`src/rtl/regfile_port_arbiter.sv`:
```
// Shares register-file port B between the core and a debug master.
// The core has priority; a saturating wait counter forces a debug grant after MAX_WAIT blocked cycles.
module regfile_port_arbiter #(
    parameter int         MAX_WAIT  = 4,
    parameter int         WAIT_W    = 3,
    parameter logic [4:0] FLAG_ADDR = 5'd31,
    parameter logic [4:0] DINP_ADDR = 5'd28
) (
    input  logic       clk,
    input  logic       resetn,
    input  logic       cpu_active,
    input  logic [4:0] cpu_b_addr,
    input  logic [7:0] cpu_b_data_in,
    input  logic       cpu_b_wr,
    output logic       cpu_stall,
    input  logic       dbg_req,
    input  logic       dbg_we,
    input  logic [4:0] dbg_addr,
    input  logic [7:0] dbg_wdata,
    output logic       dbg_ack,
    output logic [7:0] dbg_rdata,
    output logic       dbg_err,
    output logic [4:0] rf_b_addr,
    output logic [7:0] rf_b_data_in,
    output logic       rf_b_wr_enable,
    input  logic [7:0] rf_b_data_out
);

    typedef enum logic [1:0] {
        IDLE  = 2'd0,
        GRANT = 2'd1,
        ACK   = 2'd2
    } state_t;

    localparam logic [WAIT_W-1:0] MAX_CNT = WAIT_W'(MAX_WAIT);

    state_t            state_reg, state_next;
    logic [WAIT_W-1:0] wait_cnt_reg, wait_cnt_next;
    logic              err_q_reg, err_q_next;
    logic              dbg_ack_reg;
    logic [7:0]        dbg_rdata_reg;
    logic              dbg_err_reg;
    logic              wait_expired;
    logic              bad_write;

    assign wait_expired = (wait_cnt_reg == MAX_CNT);
    // FLAG and DINP are owned by hardware; debug may read them but never write them.
    assign bad_write    = dbg_we & ((dbg_addr == FLAG_ADDR) | (dbg_addr == DINP_ADDR));

    always_ff @(posedge clk) begin
        if (!resetn) begin
            state_reg     <= IDLE;
            wait_cnt_reg  <= '0;
            err_q_reg     <= 1'b0;
            dbg_ack_reg   <= 1'b0;
            dbg_rdata_reg <= '0;
            dbg_err_reg   <= 1'b0;
        end else begin
            state_reg    <= state_next;
            wait_cnt_reg <= wait_cnt_next;
            err_q_reg    <= err_q_next;
            dbg_ack_reg  <= (state_reg == GRANT);
            if (state_reg == GRANT) begin
                dbg_rdata_reg <= rf_b_data_out;
                dbg_err_reg   <= err_q_reg;
            end
        end
    end

    always_comb begin
        state_next    = state_reg;
        wait_cnt_next = wait_cnt_reg;
        err_q_next    = err_q_reg;
        case (state_reg)
            IDLE: begin
                if (dbg_req) begin
                    if (!cpu_active || wait_expired) begin
                        state_next    = GRANT;
                        wait_cnt_next = '0;
                        err_q_next    = bad_write;
                    end else begin
                        wait_cnt_next = wait_cnt_reg + WAIT_W'(1);
                    end
                end else begin
                    wait_cnt_next = '0;
                end
            end
            GRANT:   state_next = ACK;
            ACK:     state_next = IDLE;
            default: state_next = IDLE;
        endcase
    end

    always_comb begin
        rf_b_addr      = cpu_b_addr;
        rf_b_data_in   = cpu_b_data_in;
        rf_b_wr_enable = cpu_b_wr;
        cpu_stall      = 1'b0;
        if (state_reg == GRANT) begin
            rf_b_addr      = dbg_addr;
            rf_b_data_in   = dbg_wdata;
            rf_b_wr_enable = dbg_we & ~err_q_reg;
            cpu_stall      = cpu_active;
        end
    end

    assign dbg_ack   = dbg_ack_reg;
    assign dbg_rdata = dbg_rdata_reg;
    assign dbg_err   = dbg_err_reg;

endmodule
```
`config.mk`:
```
export PLATFORM = sky130hd
export DESIGN_NAME = regfile_port_arbiter
export DESIGN_NICKNAME = d
export VERILOG_FILES = /design/src/rtl/regfile_port_arbiter.sv
export SDC_FILE = /design/constraint.sdc
export NUM_CORES = 1
export LEC_CHECK = 0
export CAP_MARGIN = 20
export CORE_MARGIN = 3
export CORE_UTILIZATION = 25
export DETAILED_ROUTE_END_ITERATION = 16
export GPL_TIMING_DRIVEN = 0
export SYNTH_ARGS = -nofsm -noshare
export SYNTH_HDL_FRONTEND = slang
export SYNTH_SLANG_ARGS = --single-unit
```
`constraint.sdc`:
```
create_clock -name clk -period 1.7 [get_ports clk]
set_clock_uncertainty 0.05 [all_clocks]
set_input_delay 0.17 -clock clk [delete_from_list [all_inputs] [get_ports clk]]
set_output_delay 0.17 -clock clk [all_outputs]
set_load 0.01 [all_outputs]
```
After elaboration in Yosys (flattened, before gate mapping) --
Index checks and enable logic that the tools add are counted.
Word-level totals: logic and storage cells 31, register bits after elaboration 16, bits of input ports 40, output and inout bits 25
Cells by class: eq/ne operators 6, bitwise gates (word level) 4, add/sub/neg operators 1, reduce and logical (&&, ||, !) cells 5, multiplexer cells 9
Operators with widths (count):
- 5-bit equality test (second input constant) | 2
- 8-bit 2-to-1 mux | 1
- 3-bit 2-to-1 mux | 2
- 5-bit 2-to-1 mux | 1
- 2-bit 2-to-1 mux | 2
- 2-bit inequality test (second input constant) | 2
- 2-bit case mux with 2 select lines | 1
- 3-bit by 1-bit adder with 3-bit output (second input constant) | 1
- 3-bit equality test (second input constant) | 1
- 3-bit AND reduction | 1
- 1-bit bitwise AND | 2
- 2-bit by 1-bit equality test with 1-bit output (second input constant) | 1
- 2-bit logical NOT | 1
- 1-bit 2-to-1 mux | 2
- 2-bit AND reduction | 1
- 1-bit logical NOT | 1
- 1-bit logical OR | 1
- 1-bit NOT | 1
- 1-bit OR | 1

Logic depth before layout (Yosys ltp) --
depth in word-level cells 5, mapped depth 5

Worst setup path after synthesis --
OpenSTA, ideal clock, no wires.
path kind reg2out, start register state_reg[1], end output port cpu_stall, setup slack 0.411 ns, stages on the path, launching flop included 5, path buffers 2, data arrival time 1.069 ns, required time 1.480 ns, path through dfxtp_1 and2b_2 buf_2 buf_4 and2_1
Between the ends: word-level cells in the longest chain between the ends 2
RTL lines:
- from (decl) | RTL line 37 | state_t state_reg, state_next;
- from (signal assigned) | RTL line 59 | state_reg <= state_next;
- 2-bit by 1-bit equality test with 1-bit output | RTL line 99 | if (state_reg == GRANT) begin
- 1-bit 2-to-1 mux | RTL line 99
- to (decl) | RTL line 15 | output logic cpu_stall,
Every way passes these cells.

Worst setup path in the final report --
start register state_reg[1], end output port rf_b_wr_enable
Between the ends: word-level cells in the longest chain between the ends 2
RTL lines:
- 2-bit by 1-bit equality test with 1-bit output | RTL line 99
- 1-bit 2-to-1 mux | RTL line 99
- to (decl) | RTL line 25 | output logic rf_b_wr_enable,
Every way passes these cells.

==> results.yml <==
routing:
  wire_per_inst_um: 12.9
  wirelength_mm: 3.02
  firstDrtPassIters: 4
  drc_errors: 0
  viasPerCell: 4.45
  via_count: 1042
  ant_nets: 0
  drt_iter0_drc: 39
yosys:
  synth.yosys.seq_area_share: 0.367
  yosysWarningCount: 0
  synth_cell_types: 26
  synth_area_um2: 873
  avgSynthCellArea_um2: 7.16
  syn_inst: 122
  synth_nets: 164
  ys_seq_elements: 16
power_and_ir_drop:
  p_leak_nw: 0.683
  irDropWorstVdd_uv: 405
  power.density_mw_per_mm2: 557
  fin_total_pwr_mw: 0.882
clock_tree:
  cts_root_buffer: "clkbuf_4"
  htree_levels: 1
  clkLatencyLatePin_ns: 0.28
  clock_path_buffers: 2
  tritoncts: "built"
  cts_sinks: 16
  clk_pin_slew_ns: 0.09
  numCtsBuffers: 3
grt:
  grt_pass1_wl_mm: 4.84
  grt_pass1_vias: 1045
  grt_max_degree: 11
  grt-ovfl-total: 0
  grt_usage: 0.145
  antenna_found_initial: 0
timing:
  setup_viol: 0
  slew-limit-headroom: 0.760
  hold_slack_ns: 0.387
  fin_crit_sh: 0.928
  slew_viol_final: 0
  hold_viol: 0
  rsz0062_at_grt: "false"
  fmax_mhz: 634
  fin_tns_setup_ns: 0
  fin_ws_ns: 0.123
  worst-slew-pin-transition_ns: 0.359
  period_minus_slack_ns: 1.58
hold_path:
  hold_path_depth: 3
  hp-class: "input pin to register"
floorplanning:
  dieArea_mm2: 0.00424
  boundaryPins: 65
  die_w_um: 65.1
  start_util: 0.273
  fp-row-count: 20
  core_mm2: 0.00320
  die_h_um: 65.1
setup_path:
  cp-end-kind: "primary output"
  criticalPathCategory: "register to primary output"
  path_max_fanout: 10
  worstSetupStartpointType: "register"
  rr_worst_depth: 5
  critPathRequiredTime_ns: 1.48
  worst_ep_arrival_time_ns: 1.36
place:
  port_buffers: 64
  gp_congestion: 0.732
  dp_hpwl_mm: 2.37
  dpl_worst_slack_ns: -0.309
  place_area_mm2: 0.00157
flow_run:
  drv_cap: 0
finish:
  finish.instance_area_mm2: 0.00158
  largest_reg_flops: 8
  final_common_cell: "nand2_1"
  n_antenna_cell: 0
  layout-drive-gt1-share: 0.153
  area_delta_synth_final_pct: 81.4
  final_cell_mix: "60 x nand2_1, 49 x clkdlybuf4s50_1, 14 x dfxtp_1, 13 x clkbuf_2, 12 x a21boi_0"
  final_nets: 233
run_status:
  status: "finished, final reports clean"
==> repair_timing <==
item | CTS | global route
hold buffers | 0 | 0
setup endpoints to repair | 15 | 15
pin swaps | 0 | 0
buffers inserted | 1 | 0
hold endpoints to repair | 0 | 0
gates resized for setup | 26 | 28
==> per-stage QoR <==
| stage | instances | util |
|---|---|---|
| 6_report | 234 | 0.495 |
| 5_1_grt | 234 | 0.495 |
| 4_1_cts | 234 | 0.508 |
| 3_5_place_dp | 230 | 0.490 |
| 3_3_place_gp | 230 | 0.490 |
| 2_1_floorplan | 122 | - |
==> final timing paths <==
check                   startpoint             end  slack [ns]
setup / recovery      state_reg[1]  rf_b_wr_enable        0.12
hold / removal    rf_b_data_out[6]    dbg_rdata[6]        0.39
setup reg to reg   wait_cnt_reg[0]       err_q_reg        0.31
hold reg to reg       dbg_rdata[6]    dbg_rdata[6]        0.42
==> worst max-delay path, stage by stage (launching register included) <==
cell and delay [ns]:
dfxtp_4 0.38, and2b_4 0.27, buf_6 0.13, nand3_1 0.09, nand2_1 0.07, clkbuf_2 0.13
==> cell usage after synthesis <==
cell | n | area (um2)
nand3_1 | 3 | 15.0
a21boi_0 | 12 | 90.1
nand2b_1 | 1 | 6.26
ha_1 | 2 | 25.0
nor2_1 | 1 | 3.75
o31ai_1 | 1 | 7.51
nand4_1 | 1 | 6.26
a21bo_2 | 1 | 10.0
buf_2 | 3 | 15.0
a31oi_1 | 1 | 6.26
and2b_2 | 1 | 8.76
o21ai_0 | 2 | 10.0
and4bb_2 | 1 | 12.5
dfxtp_1 | 16 | 320
xor2_1 | 1 | 8.76
nand2_1 | 60 | 225
nor4bb_1 | 1 | 10.0
inv_1 | 3 | 11.3
buf_4 | 1 | 7.51
nand3b_1 | 1 | 7.51
clkbuf_1 | 2 | 7.51
nor4b_2 | 1 | 15.0
or3b_1 | 1 | 8.76
o21a_1 | 1 | 7.51
and2_1 | 3 | 18.8
and4_1 | 1 | 8.76
==> where the power goes <==
part           internal [mW]  total, mW  switching, mW  leakage (nW)
registers              0.384      0.392        0.00791         0.131
logic                  0.149      0.243         0.0943         0.531
clock network          0.130      0.247          0.116        0.0210
total                  0.663      0.882          0.218         0.683
==> logic make-up (layout without fill, tap and decap cells) <==
group,after synthesis,in the layout,share of synthesized area
buffers and inverters,9,77,0.0473
AO/OA/AOI/OAI,18,18,0.150
adder cells (fa/ha/maj),2,2,0.0286
flip-flops,16,16,0.367
XOR/XNOR,1,1,0.0100
AND/OR/NAND/NOR,76,76,0.397
==> layout make-up <==
class | count | area [um2]
Fill cell | 330 | 1620
Timing Repair Buffer | 65 | 588
Multi-Input combinational cell | 97 | 520
Sequential cell | 16 | 325
Tap cell | 44 | 55.1
Buffer | 5 | 47.5
Clock buffer | 4 | 36.3
Inverter | 3 | 11.3
==> layer usage <==
layer	part of all wire	GRT usage	vias up
met3	0.098	0.0359	2
met2	0.45	0.254	52
met5	0	0	-
met4	0.011	0.0699	0
met1	0.44	0.165	457
li1	-	-	531
Note: power is estimated with default switching activity, not from simulation.
